--- src/rtl/pipeline_hazard_ctrl.sv ---
// Interlock controller for the in-order pipeline: load-use bubbles, memory-busy
// freezes and taken-branch flushes, serialised through a four-state FSM.
module pipeline_hazard_ctrl #(
    parameter int LU_BUBBLES = 1
) (
    input  logic        clk,
    input  logic        rst,
    input  logic        loads_rr,
    input  logic [2:0]  num_Rd_rr,
    input  logic [2:0]  num_Rm_dec,
    input  logic [2:0]  num_Rn_dec,
    input  logic [2:0]  num_Rd_dec,
    input  logic [2:0]  used_RmRnRd_dec,
    input  logic        mem_busy,
    input  logic        branch_taken,
    output logic        update_fetch,
    output logic        update_rr,
    output logic        update_ex,
    output logic        update_mem,
    output logic        bubble_rr,
    output logic        bubble_ex,
    output logic        flush_fetch,
    output logic [15:0] stall_cycles,
    output logic [1:0]  state
);

    typedef enum logic [1:0] {
        RUN      = 2'd0,
        LU_STALL = 2'd1,
        MEM_WAIT = 2'd2,
        FLUSH    = 2'd3
    } state_t;

    // A single-bubble hazard is fully handled in the detecting cycle, so the
    // FSM only enters LU_STALL when more than one bubble is needed.
    localparam logic [1:0] LU_LOAD = 2'(LU_BUBBLES - 1);
    localparam state_t     HZ_NEXT = (LU_BUBBLES > 1) ? LU_STALL : RUN;

    state_t     cur_state;
    state_t     nxt_state;
    logic [1:0] lu_cnt;
    logic [1:0] lu_nxt;
    logic       hz;

    logic       upd_fetch_c;
    logic       upd_rr_c;
    logic       upd_ex_c;
    logic       upd_mem_c;
    logic       bub_rr_c;
    logic       bub_ex_c;
    logic       flush_c;

    assign hz = loads_rr &
                ((used_RmRnRd_dec[2] & (num_Rm_dec == num_Rd_rr)) |
                 (used_RmRnRd_dec[1] & (num_Rn_dec == num_Rd_rr)) |
                 (used_RmRnRd_dec[0] & (num_Rd_dec == num_Rd_rr)));

    always_comb begin
        upd_fetch_c = 1'b1;
        upd_rr_c    = 1'b1;
        upd_ex_c    = 1'b1;
        upd_mem_c   = 1'b1;
        bub_rr_c    = 1'b0;
        bub_ex_c    = 1'b0;
        flush_c     = 1'b0;
        nxt_state   = cur_state;
        lu_nxt      = lu_cnt;

        if (!rst) begin
            upd_fetch_c = 1'b0;
            upd_rr_c    = 1'b0;
            upd_ex_c    = 1'b0;
            upd_mem_c   = 1'b0;
            nxt_state   = RUN;
            lu_nxt      = 2'd0;
        end else if (mem_busy) begin
            // Full freeze; only RUN leaves its state, pending work is held.
            upd_fetch_c = 1'b0;
            upd_rr_c    = 1'b0;
            upd_ex_c    = 1'b0;
            upd_mem_c   = 1'b0;
            if (cur_state == RUN) begin
                nxt_state = MEM_WAIT;
            end
        end else begin
            case (cur_state)
                RUN, MEM_WAIT: begin
                    if (branch_taken) begin
                        bub_rr_c  = 1'b1;
                        bub_ex_c  = 1'b1;
                        flush_c   = 1'b1;
                        nxt_state = FLUSH;
                    end else if (hz) begin
                        upd_fetch_c = 1'b0;
                        bub_rr_c    = 1'b1;
                        lu_nxt      = LU_LOAD;
                        nxt_state   = HZ_NEXT;
                    end else begin
                        nxt_state = RUN;
                    end
                end
                LU_STALL: begin
                    if (branch_taken) begin
                        bub_rr_c  = 1'b1;
                        bub_ex_c  = 1'b1;
                        flush_c   = 1'b1;
                        lu_nxt    = 2'd0;
                        nxt_state = FLUSH;
                    end else begin
                        upd_fetch_c = 1'b0;
                        bub_rr_c    = 1'b1;
                        if (lu_cnt <= 2'd1) begin
                            lu_nxt    = 2'd0;
                            nxt_state = RUN;
                        end else begin
                            lu_nxt = lu_cnt - 2'd1;
                        end
                    end
                end
                FLUSH: begin
                    // Wrong-path instruction in execute: its branch flag is ignored.
                    bub_rr_c  = 1'b1;
                    nxt_state = RUN;
                end
                default: begin
                    nxt_state = RUN;
                end
            endcase
        end
    end

    always_ff @(posedge clk) begin
        if (!rst) begin
            cur_state    <= RUN;
            lu_cnt       <= 2'd0;
            stall_cycles <= 16'd0;
        end else begin
            cur_state <= nxt_state;
            lu_cnt    <= lu_nxt;
            if (!upd_fetch_c && (stall_cycles != 16'hFFFF)) begin
                stall_cycles <= stall_cycles + 16'd1;
            end
        end
    end

    assign update_fetch = upd_fetch_c;
    assign update_rr    = upd_rr_c;
    assign update_ex    = upd_ex_c;
    assign update_mem   = upd_mem_c;
    assign bubble_rr    = bub_rr_c;
    assign bubble_ex    = bub_ex_c;
    assign flush_fetch  = flush_c;
    assign state        = cur_state;

endmodule

--- config.mk ---
export PLATFORM = sky130hd
export DESIGN_NAME = pipeline_hazard_ctrl
export DESIGN_NICKNAME = d
export VERILOG_FILES = /design/src/rtl/pipeline_hazard_ctrl.sv
export SDC_FILE = /design/constraint.sdc
export NUM_CORES = 1
export LEC_CHECK = 0
export ABC_AREA = 0
export CORE_ASPECT_RATIO = 1.4
export CORE_UTILIZATION = 30
export CTS_CLUSTER_SIZE = 16
export DETAILED_ROUTE_END_ITERATION = 12
export GPL_TIMING_DRIVEN = 1
export PLACE_DENSITY = 0.67
export SLEW_MARGIN = 15
export SYNTH_ARGS = -nofsm -noshare
export SYNTH_HDL_FRONTEND = slang
export SYNTH_SLANG_ARGS = --single-unit
--- constraint.sdc ---
create_clock -name clk -period 2.4 [get_ports clk]
set_input_delay 0.36 -clock clk [delete_from_list [all_inputs] [get_ports clk]]
set_output_delay 0.36 -clock clk [all_outputs]
set_load 0.005 [all_outputs]
==> flow_summary_export.csv, run 1 <==
group,metric,value,unit
layout,final.fill_count,474,
timing,rsz0062_at_grt,"no",
synthesis,synth_ff_type,"dfxtp_1",
run_status,outcome,"finished, final reports clean",
route,drc,0,
layout,final_nets,232,
floorplan,start_util,0.315,
route,drt-vias-per-instance,4.93,
min_path,hp-class,"reg -> reg",
layout,layout_commonest_cell,"clkdlybuf4s50_1",
worst_setup_path,crit_fanout,5,
worst_setup_path,crit_type,"in -> out",
layout,drive_above_1_share,0.167,
clocking,clk_latency,0.26,ns
route,drt_iter0_drc,48,
layout,final_cell_mix,"clkdlybuf4s50_1 (39), nand2_1 (29), dfxtp_1 (20), mux2i_1 (15), nand2b_1 (14)",
power,clkPwrFrac,0.297,
job,cap_viol_max_count,0,
worst_setup_path,setup.reg_to_reg.worst_slack,0.52,ns
layout,n_antenna_cell,0,
power,p_leak,0.650,nW
floorplan,io_pins,45,
synthesis,syn_inst,163,
floorplan,rows,29,
synthesis,synthArstFlopShare,0,
worst_setup_path,r2r_cells,6,
floorplan,die_x,60.8,um
place,gp_congestion,0.817,
clocking,clock-sinks,20,
route,drt_first_pass_iters,4,
clocking,ctsRootBufferMaster,"clkbuf_8",
synthesis,synth.top_cell.area_share,0.276,
timing,min_period,2.21,ns
power,combinationalPowerShare,0.243,
synthesis,synth.largest_area_cell,"dfxtp_1",
power,p_total,0.000764,W
timing,finClkSkew,0.00143,ns
floorplan,die_h,84.3,um
worst_setup_path,crit_path_start,"num_Rm_dec[1]",
timing,max_freq,0.452,GHz
grt,grt_start_max_net_pins,36,
power,seqPwrFrac,0.460,
timing,fin_crit_sh,0.922,
clocking,clkTransAtPathRegs,0.07,ns
worst_setup_path,crit_end,"update_fetch",
layout,final_core_util,0.435,
route,drt_wl_total,3.24,mm
place,io_buffers,44,
synthesis,syn_area_per_cell,8.91,um2
timing,slew_headroom,0.732,
synthesis,synth_nets,184,
route,postRouteAntennaNets,0,
power,sw_frac_of_total,0.280,
clocking,htree_num_levels,1,
power,power.internal,0.000550,W
worst_setup_path,start_kind,"input pin",
grt,grt_usage,0.143,
route,wl_per_cell,12.0,um
worst_setup_path,cp.required,2.04,ns
power,p_sw,0.000214,W
synthesis,ys_types,38,
grt,grt_overflow_total,0,
route,num_vias,1337,
floorplan,die_area,5130,um2
synthesis,synth_edf_count,0,
synthesis,ys_warn_count,0,
worst_setup_path,r2r_end,"stall_cycles[11]",
worst_setup_path,arrival,1.85,ns
synthesis,ys_seq_elements,20,
layout,area_delta_synth_final,37.9,%
worst_setup_path,crit_path_end_kind,"primary output",
power,p_per_area,382,nW/um2
timing,setup_viol,0,
synthesis,synth.area.top_cells,"dfxtp_1 (28%), mux2i_1 (10%), nand2_1 (7.5%), a2111oi_2 (7.2%), nand2b_1 (6.0%)",
place,dp_hpwl,2.52,mm
timing,worst_slew_pin_slew,0.401,ns
power,ir_drop,0.184,mV
grt,antenna_found_initial,0,
clocking,clockBufferDepth,2,
synthesis,netlist_area,1450,um2
grt,grt_pass1_wl,5.60,mm
min_path,holdPathStages,2,
synthesis,yosysSeqAreaShare,0.276,
grt,grt_pass1_vias,1298,
clocking,cts_buffers,3,
clocking,cts_tree,"done",
timing,finalHoldViolations,0,
timing,report.final.slew_viol_count,0,
floorplan,coreArea,4610,um2
worst_setup_path,r2r_start,"stall_cycles[0]",
## flip-flops by register name, indices dropped and copies added (netlist names)
register / flops
state: 2
stall_cycles: 16
lu_cnt: 2
## logic make-up after synthesis
group	synth area share
compound gates	0.237
buf+inv	0.0620
fa+ha+maj	0.00861
flops	0.276
xor+xnor	0.0603
mux	0.103
simple gates	0.253
## Yosys cell counts, types with 2 or more instances
cell / count
buf_4: 3
xnor2_1: 9
buf_6: 3
a21oi_1: 4
a2111oi_2: 7
nand4_1: 5
and3_1: 2
o22ai_1: 2
dfxtp_1: 20
nand2b_1: 14
o21ai_0: 3
nor2_1: 3
nand3_1: 8
and4_1: 2
a211oi_2: 6
clkbuf_1: 3
nand2_1: 29
inv_1: 6
mux2i_1: 15
## layout make-up
class	count	area, um2	share of cell area
Tap cell	62	77.6	0.0387
Clock buffer	3	41.3	0.0206
Sequential cell	20	400	0.200
Timing Repair Buffer	52	494	0.247
Multi-Input combinational cell	128	967	0.483
Inverter	6	22.5	0.0112
## worst min path at each step
stage	from	endpoint
global placement	lu_cnt[1]	lu_cnt[1]
detailed placement	lu_cnt[1]	lu_cnt[1]
CTS	lu_cnt[1]	lu_cnt[1]
floorplan	lu_cnt[1]	lu_cnt[1]
global route	lu_cnt[1]	lu_cnt[1]
finish	lu_cnt[1]	lu_cnt[1]
## critical path, cell delays in order
cell             delay, ns
clkdlybuf4s50_1       0.48
xnor2_1               0.12
nand4_1               0.10
and3_4                0.20
buf_4                 0.15
a21o_1                0.18
dlygate4sd2_1         0.26
## power groups by stage
stage                     combinational [W]  sequential, W  clock (W)
after floorplan                    0.000104       0.000358          0
after global routing               0.000203       0.000354   0.000249
after detailed placement           0.000189       0.000360          0
final                              0.000185       0.000352   0.000227
after global placement             0.000186       0.000359          0
after CTS                          0.000188       0.000352   0.000235
## metal layers
| layer | up-vias | routed length [um] | GRT usage | share of wire |
|---|---|---|---|---|
| li1 | 674 | - | - | - |
| met5 | - | 0 | 0 | 0 |
| met2 | 43 | 1640 | 0.231 | 0.51 |
| met3 | 7 | 119 | 0.0216 | 0.037 |
| met4 | 0 | 93 | 0.0785 | 0.029 |
| met1 | 613 | 1390 | 0.175 | 0.43 |
## per-stage QoR
stage | setup TNS (ns) | instance area, um2 | worst slack [ns] | std cells | hold slack [ns]
2_1_floorplan | 0 | 1450 | 0.690 | 163 | 0.422
3_3_place_gp | -0.219 | 1960 | -0.123 | 268 | 0.438
3_5_place_dp | -0.254 | 1960 | -0.133 | 268 | 0.449
4_1_cts | 0 | 2000 | 0.172 | 271 | 0.460
5_1_grt | 0 | 2000 | 0.0621 | 271 | 0.502
6_report | 0 | 2000 | 0.188 | 271 | 0.453
## what timing repair did
action / 4_1_cts / 5_1_grt
hold buffers: 0 / 0
gates resized for setup: 6 / 0
setup endpoints to repair: 2 / 0
buffers inserted: 0 / 0
Power figures use the tool's default switching activity.
==> inputs of run 2 (changes only) <==
Settings changed: CAP_MARGIN set to 40, DONT_BUFFER_PORTS set to 1, PLACE_DENSITY 0.67 to 0.55, SETUP_SLACK_MARGIN set to 0.5.
==> run 2 against run 1 <==
Effect of this change:
- hold slack worse by 0.21 ns
- global-route usage is 3.0 points lower
- worst setup slack better by 0.42 ns
- non-clock buffer count is 46 lower
- utilization is 9.6 points lower
==> flow_summary_export.csv, run 2 (synthesis results as in run 1) <==
group,metric,value,unit
layout,final_nets,186,
grt,grt_pass1_wl,4.48,mm
layout,final.fill_count,492,
floorplan,rows,29,
clocking,ctsRootBufferMaster,"clkbuf_8",
timing,max_freq,0.557,GHz
layout,top_register,"stall_cycles",
timing,slew_headroom,0.699,
clocking,htree_num_levels,1,
route,drt_iter0_drc,42,
worst_setup_path,cp.required,2.54,ns
worst_setup_path,r2r_end,"stall_cycles[9]",
route,drc,0,
grt,grt_pass1_vias,998,
power,p_per_area,434,nW/um2
timing,fin_setup_tns,0,ns
timing,min_period,1.80,ns
layout,drive_above_1_share,0.209,
timing,report.final.slew_viol_count,0,
timing,worst_slew_pin_slew,0.452,ns
route,drt_first_pass_iters,4,
route,num_vias,1150,
route,drt-vias-per-instance,5.11,
power,combinationalPowerShare,0.159,
timing,setup_viol,0,
clocking,clkTransAtPathRegs,0.07,ns
worst_setup_path,crit_type,"reg -> reg",
clocking,clock-sinks,20,
worst_setup_path,crit_path_start,"stall_cycles[0]",
worst_setup_path,arrival,1.94,ns
route,postRouteAntennaNets,0,
power,p_sw,0.000178,W
timing,fin_crit_sh,0.748,
clocking,cts_buffers,3,
min_path,hp-class,"in -> reg",
min_path,hp-start,"rst",
run_status,outcome,"finished, final reports clean",
timing,finClkSkew,0.00231,ns
place,gp_congestion,0.726,
worst_setup_path,crit_path_end_kind,"flip-flop",
power,ir_drop,0.154,mV
power,clkPwrFrac,0.319,
min_path,whs_endpoint,"lu_cnt[1]",
route,wl_per_cell,13.0,um
clocking,cts_tree,"done",
layout,final_cell_mix,"nand2_1 (28), dfxtp_1 (19), mux2i_1 (15), nand2b_1 (14), xnor2_1 (9)",
layout,n_antenna_cell,0,
grt,grt_overflow_total,0,
place,dp_cells,217,
place,dp_hpwl,2.21,mm
place,io_buffers,0,
clocking,cts_hold_buffers,0,
timing,finalHoldViolations,0,
grt,antenna_found_initial,0,
layout,layout_commonest_cell,"nand2_1",
layout,final_core_util,0.339,
worst_setup_path,r2r_start,"stall_cycles[0]",
layout,area_delta_synth_final,7.41,%
worst_setup_path,setup.reg_to_reg.worst_slack,0.60,ns
power,power.internal,0.000499,W
floorplan,coreArea,4610,um2
power,sw_frac_of_total,0.263,
power,p_leak,0.473,nW
clocking,clockBufferDepth,2,
layout,fin_cells,225,
floorplan,start_util,0.315,
floorplan,io_pins,45,
worst_setup_path,start_kind,"flip-flop",
grt,grt_start_max_net_pins,37,
min_path,holdPathStages,2,
worst_setup_path,crit_fanout,9,
floorplan,die_x,60.8,um
floorplan,die_area,5130,um2
floorplan,die_h,84.3,um
timing,rsz0062_at_grt,"yes",
grt,grt_usage,0.113,
power,seqPwrFrac,0.522,
route,drt_wl_total,2.93,mm
clocking,clk_latency,0.25,ns
job,cap_viol_max_count,0,
layout,largest_reg_flops,16,
worst_setup_path,r2r_cells,6,
## run 2: through the flow
step / instance area, um2 / hold slack [ns] / setup slack [ns] / total power, W
4_1_cts: 1530 / 0.223 / 0.572 / 0.000687
6_report: 1560 / 0.243 / 0.604 / 0.000677
2_1_floorplan: 1450 / 0.422 / 0.690 / 0.000462
5_1_grt: 1560 / 0.231 / 0.464 / 0.000717
3_3_place_gp: 1460 / 0.440 / 0.433 / 0.000458
3_5_place_dp: 1480 / 0.443 / 0.475 / 0.000466
## run 2: critical path, stage by stage, from the launching register on
cell and delay [ns]:
dfxtp_1 0.43, ha_1 0.24, and4_1 0.22, nand2_2 0.12, o22ai_4 0.33, a211oi_1 0.11, o221a_1 0.24
## run 2: power groups by stage
stage | combinational (W) | clock [W] | sequential, W
detailed placement | 0.000104 | 0 | 0.000362
global placement | 0.0000965 | 0 | 0.000362
CTS | 0.000105 | 0.000228 | 0.000354
floorplan | 0.000104 | 0 | 0.000358
finish | 0.000107 | 0.000216 | 0.000354
global route | 0.000120 | 0.000240 | 0.000356
## run 2: layout make-up
class	count	area, um2	share of cell area
clock buffer	3	41.3	0.0265
multi-input combinational	128	965	0.618
sequential	20	402	0.257
inverter	6	22.5	0.0144
timing repair buffer	6	52.6	0.0337
tap	62	77.6	0.0497
## run 2: worst max-delay path by stage
stage	to	slack, ns	depth (start not counted)
2_1_floorplan	stall_cycles[11]	0.69	6
3_5_place_dp	stall_cycles[9]	0.48	6
3_3_place_gp	bubble_rr	0.43	5
6_report	stall_cycles[9]	0.60	6
5_1_grt	stall_cycles[0]	0.46	7
4_1_cts	update_fetch	0.57	4
## run 2: metal layers
| metal | global-route usage | part of all wire |
|---|---|---|
| met1 | 0.122 | 0.40 |
| met2 | 0.198 | 0.52 |
| met3 | 0.0385 | 0.071 |
| met4 | 0.0372 | 0.0095 |
| met5 | 0 | 0 |
## run 2: repair_timing
action,CTS,global route
pin swaps,2,2
resized for setup,1,1
setup buffers,1,4
setup endpoints to repair,3,9
endpoints found under the hold margin,0,0
